--- config.mk ---
export PLATFORM = sky130hd
export DESIGN_NAME = dmux_stream
export DESIGN_NICKNAME = d
export VERILOG_FILES = /design/src/rtl/dmux_stream_pkg.sv /design/src/rtl/dmux_stream_dec_onehot.sv /design/src/rtl/dmux_stream.sv
export SDC_FILE = /design/constraint.sdc
export NUM_CORES = 1
export LEC_CHECK = 0
export BUFFER_PORTS_ARGS = -buffer_cell sky130_fd_sc_hd__buf_2
export CAP_MARGIN = 25
export CORE_MARGIN = 2
export CORE_UTILIZATION = 40
export CTS_CLUSTER_DIAMETER = 60
export DETAILED_ROUTE_END_ITERATION = 10
export HOLD_SLACK_MARGIN = 0.12
export PLACE_DENSITY = 0.87
export SYNTH_ARGS = -nofsm -noshare
export SYNTH_HDL_FRONTEND = slang
export SYNTH_HIERARCHICAL = 1
export SYNTH_SLANG_ARGS = --single-unit
--- constraint.sdc ---
create_clock -name clk -period 4.4 [get_ports clk]
set_input_delay 1.32 -clock clk [delete_from_list [all_inputs] [get_ports clk]]
set_output_delay 1.32 -clock clk [all_outputs]
set_load 0.02 [all_outputs]
--- src/rtl/dmux_stream_pkg.sv ---
// Shared types and helpers for the dmux stream family.
package dmux_stream_pkg;

    typedef enum logic {
        ST_IDLE = 1'b0,
        ST_PKT  = 1'b1
    } state_e;

    function automatic int clog2(input int n);
        int r;
        int v;
        r = 0;
        v = n - 1;
        while (v > 0) begin
            r++;
            v = v >> 1;
        end
        return r;
    endfunction

endpackage

--- src/rtl/dmux_stream_dec_onehot.sv ---
// Binary-to-one-hot decoder with enable; flags select values beyond the last channel.
module dec_onehot
    import dmux_stream_pkg::*;
#(
    parameter int N = 16
) (
    input  logic [clog2(N)-1:0] sel_i,
    input  logic                en_i,
    output logic [N-1:0]        onehot_o,
    output logic                oor_o
);

    localparam int SW = clog2(N);

    always_comb begin
        onehot_o = '0;
        for (int k = 0; k < N; k++) begin
            if (en_i && (sel_i == SW'(k))) onehot_o[k] = 1'b1;
        end
    end

    assign oor_o = ({1'b0, sel_i} >= (SW + 1)'(N));

endmodule

--- src/rtl/dmux_stream.sv ---
// 1:NCH valid/ready demultiplexer with one registered slice and optional packet channel lock.
module dmux_stream
    import dmux_stream_pkg::*;
#(
    parameter int WIDTH  = 8,
    parameter int NCH    = 16,
    parameter int PACKET = 1
) (
    input  logic                   clk,
    input  logic                   rstn,
    input  logic [clog2(NCH)-1:0]  s,
    input  logic [WIDTH-1:0]       d,
    input  logic                   d_valid,
    input  logic                   d_last,
    output logic                   d_ready,
    output logic [NCH*WIDTH-1:0]   z,
    output logic [NCH-1:0]         z_valid,
    output logic [NCH-1:0]         z_last,
    input  logic [NCH-1:0]         z_ready,
    output logic                   busy,
    output logic                   err
);

    localparam int SELW = clog2(NCH);

    state_e            state_q, state_d;
    logic [SELW-1:0]   lock_q, lock_d;
    logic [SELW-1:0]   och_q;
    logic [SELW-1:0]   ch;
    logic [WIDTH-1:0]  data_q;
    logic              last_q;
    logic              loaded_q;
    logic              accept;
    logic              oor;
    logic [NCH-1:0]    onehot;

    assign ch = ((PACKET != 0) && (state_q == ST_PKT)) ? lock_q : s;

    // A loaded beat with an out-of-range channel decodes to no lane, so it
    // never qualifies an output and drains on the next cycle as an err pulse.
    dec_onehot #(.N(NCH)) u_dec (
        .sel_i    (och_q),
        .en_i     (loaded_q),
        .onehot_o (onehot),
        .oor_o    (oor)
    );

    assign d_ready = ~(|onehot) | (|(onehot & z_ready));
    assign accept  = d_valid & d_ready;

    always_ff @(posedge clk or negedge rstn) begin
        if (!rstn) state_q <= ST_IDLE;
        else       state_q <= state_d;
    end

    always_comb begin
        state_d = state_q;
        lock_d  = lock_q;
        if ((PACKET != 0) && accept) begin
            if (state_q == ST_IDLE) begin
                if (!d_last) begin
                    state_d = ST_PKT;
                    lock_d  = s;
                end
            end else if (d_last) begin
                state_d = ST_IDLE;
            end
        end
    end

    always_comb begin
        busy = (state_q == ST_PKT);
    end

    always_ff @(posedge clk or negedge rstn) begin
        if (!rstn) begin
            lock_q   <= '0;
            och_q    <= '0;
            data_q   <= '0;
            last_q   <= 1'b0;
            loaded_q <= 1'b0;
        end else begin
            lock_q <= lock_d;
            if (accept) begin
                och_q    <= ch;
                data_q   <= d;
                last_q   <= d_last;
                loaded_q <= 1'b1;
            end else if (d_ready) begin
                loaded_q <= 1'b0;
            end
        end
    end

    assign z       = {NCH{data_q}};
    assign z_valid = onehot;
    assign z_last  = onehot & {NCH{last_q}};
    assign err     = loaded_q & oor;

endmodule

; ---- Word-level counts from Yosys, hierarchy flattened
; Cells that the tools add are included.
[classes]
reduce_logical = 21
n_eq_ne = 15
n_mux = 20
n_bitwise = 7
[op_table]
columns = cell, count
row1 = 16-bit bitwise AND, 2
row2 = 4-bit == test (second input constant), 8
row3 = 16-bit OR reduction, 2
row4 = 1-bit two-way mux, 19
row5 = 4-bit by 3-bit == test with 1-bit output (second input constant), 4
row6 = 1-bit logical AND, 16
row7 = 4-bit by 2-bit == test with 1-bit output (second input constant), 2
row8 = 4-bit by 1-bit == test with 1-bit output (second input constant), 1
row9 = 4-bit zero test, 1
row10 = 4-bit two-way mux, 1
row11 = 1-bit inverter, 3
row12 = 3-bit AND reduction, 1
row13 = 2-bit nonzero test, 1
row14 = 1-bit bitwise AND, 1
row15 = 1-bit OR, 1
[totals]
word_cells = 69
out_inout_bits = 163
reg_bits = 19
in_bits = 32

; ---- Logic depth before layout (Yosys ltp)
[depth]
ltp_word = 8
ltp_mapped = 8
mapped_depth_nobuf = 7

; ---- Modules after synthesis
; Netlist, hierarchy kept.
[modules_own_cells]
columns = mod, instances, area_each_um2, cells_each
row1 = dmux_stream, 1, 1906.8, 207
row2 = dec_onehot, 1, 128.9, 25

; ---- Worst setup path before layout
; OpenSTA, ideal clock, no wires.
[synth_timing]
path_type = input port to output port
startpoint = input port z_ready[5]
endpoint = output port d_ready
arrival_ps = 2352
slack_ps = 728
required_time_ps = 3080
cell_stages = 3
n_path_buf = 0
cell_sequence = a22oi_1 nand2_1 or4_2
[synth_via]
elab_chain_len = 3
[synth_lines]
columns = element, line_no
row1 = "start, declared", dmux_stream.sv:19  ; input logic [NCH-1:0] z_ready,
row2 = 16-bit bitwise AND, dmux_stream.sv:48  ; assign d_ready = ~(|onehot) | (|(onehot & z_ready));
row3 = 16-bit OR reduction, dmux_stream.sv:48
row4 = 1-bit OR, dmux_stream.sv:48
row5 = "end, declared", dmux_stream.sv:15  ; output logic d_ready,
; No other way between the ends.

; ---- Worst setup path in the final report
[layout_timing]
startpoint = input port z_ready[2]
endpoint = output port d_ready
; The elaborated chain is that of the path after synthesis.

==> impl_metrics.ini <==
[drt]
ant_nets = 0
route.detailed.drc = 0
wirelength_microns = 4440
first_pass_iters = 4
via_per_inst = 4.33
drtIter0Drc = 56
num_vias = 1615
wl_per_cell_microns = 11.9

[global_routing]
grt.overflow.total = 0
antenna_found_initial = 0
grt_pass1_vias = 1233
grt_pass1_wl_microns = 5860
grt_max_degree = 20
grt_util_all_layers = 0.138

[clock_network]
cts_buffer_depth = 2
htreeDepth = 1
post_cts_buffers = 0
tritoncts = yes
ctsResizeCount = 0
cts_made_buffers = 3
clk_pin_slew_worst_paths_ns = 0.08
clock_sinks = 19
clock_latency_ns = 0.26
cts_root_buffer = clkbuf_8
cts_hold_buf = 0

[placed_design]
dp_hpwl_microns = 3590
place.gp.congestion = 0.855
io_buffers = 193

[die]
start_util = 0.423
coreArea_sq_mm = 0.00482
die_h_microns = 75.3
core.rowCount = 25
io_pins = 195
die-area_sq_mm = 0.00568
die_w_microns = 75.3

[final_layout]
layout.nets = 339
antenna_cells = 0
syn_to_final_growth_pct = 8.67
drive_gt1_frac = 0.709

[timing]
setup_tns_ns = 0
rsz0062_at_grt = no
drv_slew = 0
whs_ns = 0.508
fmax_mhz = 251
fin_crit_sh = 0.906
hold_viol = 0
finalCriticalPeriod_ns = 3.99
final.setup_skew_ns = 0.00887
setup_violations = 0

[setup_path]
path_class = primary input to output pin
worst_ep_required_time_ns = 3.08
end_kind = output pin
rr_startpoint = och_q[3]
start_kind = primary input
worstPathMaxFanout = 4
worstPathArrival_ns = 2.67
startpoint = z_ready[2]

[hold_path]
hp-start = lock_q[3]
min_path_type = flip-flop to flip-flop

[synthesis]
syn_nets = 264
mappedNetlistArea_sq_mm = 0.00204
synth.top_cell.area_share = 0.446
ys_seq_elements = 19
synth_top_area_cell = buf_4
synthCells = 232
ys_seq_area_frac = 0.234
yosys.cell_types.count = 30
yosysWarningCount = 6
avgSynthCellArea_sq_um = 8.77
yosys-top-cells-area = buf_4 45%, dfrtp_1 23%, mux2_2 6.6%

[run_status]
status = completed

[run]
drv_cap = 0
[synthesized netlist by cell type, drive strengths merged]
library cell / n
clkbuf: 1
nand2b: 2
inv: 1
dfrtp: 19
a22oi: 8
nand3: 1
nor4: 4
and2: 17
nand2: 7
buf: 123
or3b: 1
conb: 1
nor3: 5
and4: 1
nand4: 1
nor2: 12
or4: 1
a21oi: 1
mux2: 13
o41ai: 1
nand3b: 2
a31oi: 1
mux2i: 4
o21ai: 5
[cells by family (layout without fill, tap and decap cells)]
logic type | Yosys count | count (layout) | synth area share
buffers and inverters | 125 | 199 | 0.457
muxes | 17 | 17 | 0.0916
DFF | 19 | 19 | 0.234
other | 1 | 1 | 0.00184
AOI/OAI and AO/OA | 16 | 16 | 0.0608
and+or+nand+nor | 54 | 54 | 0.155
[through the flow]
stage / instances / instance area [sq um] / util / worst slack [ns]
after detailed placement: 369 / 2170 / 0.450 / 0.409
after global placement: 369 / 2170 / 0.450 / 0.402
after floorplan: 232 / 2040 / - / 0.728
after global routing: 373 / 2210 / 0.459 / 0.330
final: 373 / 2210 / 0.459 / 0.411
after CTS: 373 / 2210 / 0.459 / 0.399
[area by class of cell]
cell class | instances | area, sq um
well taps | 67 | 83.8
clock inverters | 1 | 5.00
clock buffers | 3 | 41.3
inverters | 1 | 3.75
multi-input cells | 88 | 629
fillers | 490 | 2610
repair buffers | 194 | 973
flip-flops and latches | 19 | 475
[worst max-delay path, cell delays in order]
cell,delay [ns]
buf_2,0.09
a22oi_1,0.21
nand4_1,0.20
or4_2,0.64
buf_2,0.20
[worst paths after layout]
kind                       cells after the start        end  slack [ns]
max                                            5    d_ready        0.41
min                                            1  lock_q[3]        0.51
max reg2reg                                    7     last_q        1.87
min reg2reg                                    1  lock_q[3]        0.51
max in group asynchronous                      1  data_q[3]        3.07
min in group asynchronous                      1  data_q[4]        1.00
[cell usage in the layout (no fill, tap or decap), types with 2 or more instances in the layout]
cell	instances
a22oi_1	8
and2_1	16
buf_2	193
clkbuf_8	3
dfrtp_1	19
mux2_2	12
mux2i_1	4
nand2_1	7
nand2b_1	2
nand3b_1	2
nor2_1	12
nor3_1	3
nor4_1	4
o21ai_0	5
[registers in the layout, summed over array words and instances, names as in the netlist]
name      flops
lock_q        4
busy          1
och_q         4
loaded_q      1
last_q        1
data_q        8
[metal layers]
metal  part of all wire  wire length [microns]  GRT usage  vias to the layer above
li1                   -                      -          -                      789
met1               0.36                   1580      0.150                      706
met2               0.50                   2220      0.248                      118
met3               0.14                    605     0.0357                        2
met4             0.0077                     34     0.0624                        0
met5                  0                      0          0                        -
Power is left out: the tool's default activity adds up to more than one toggle a clock period on the data nets, which glitch-free logic cannot reach.
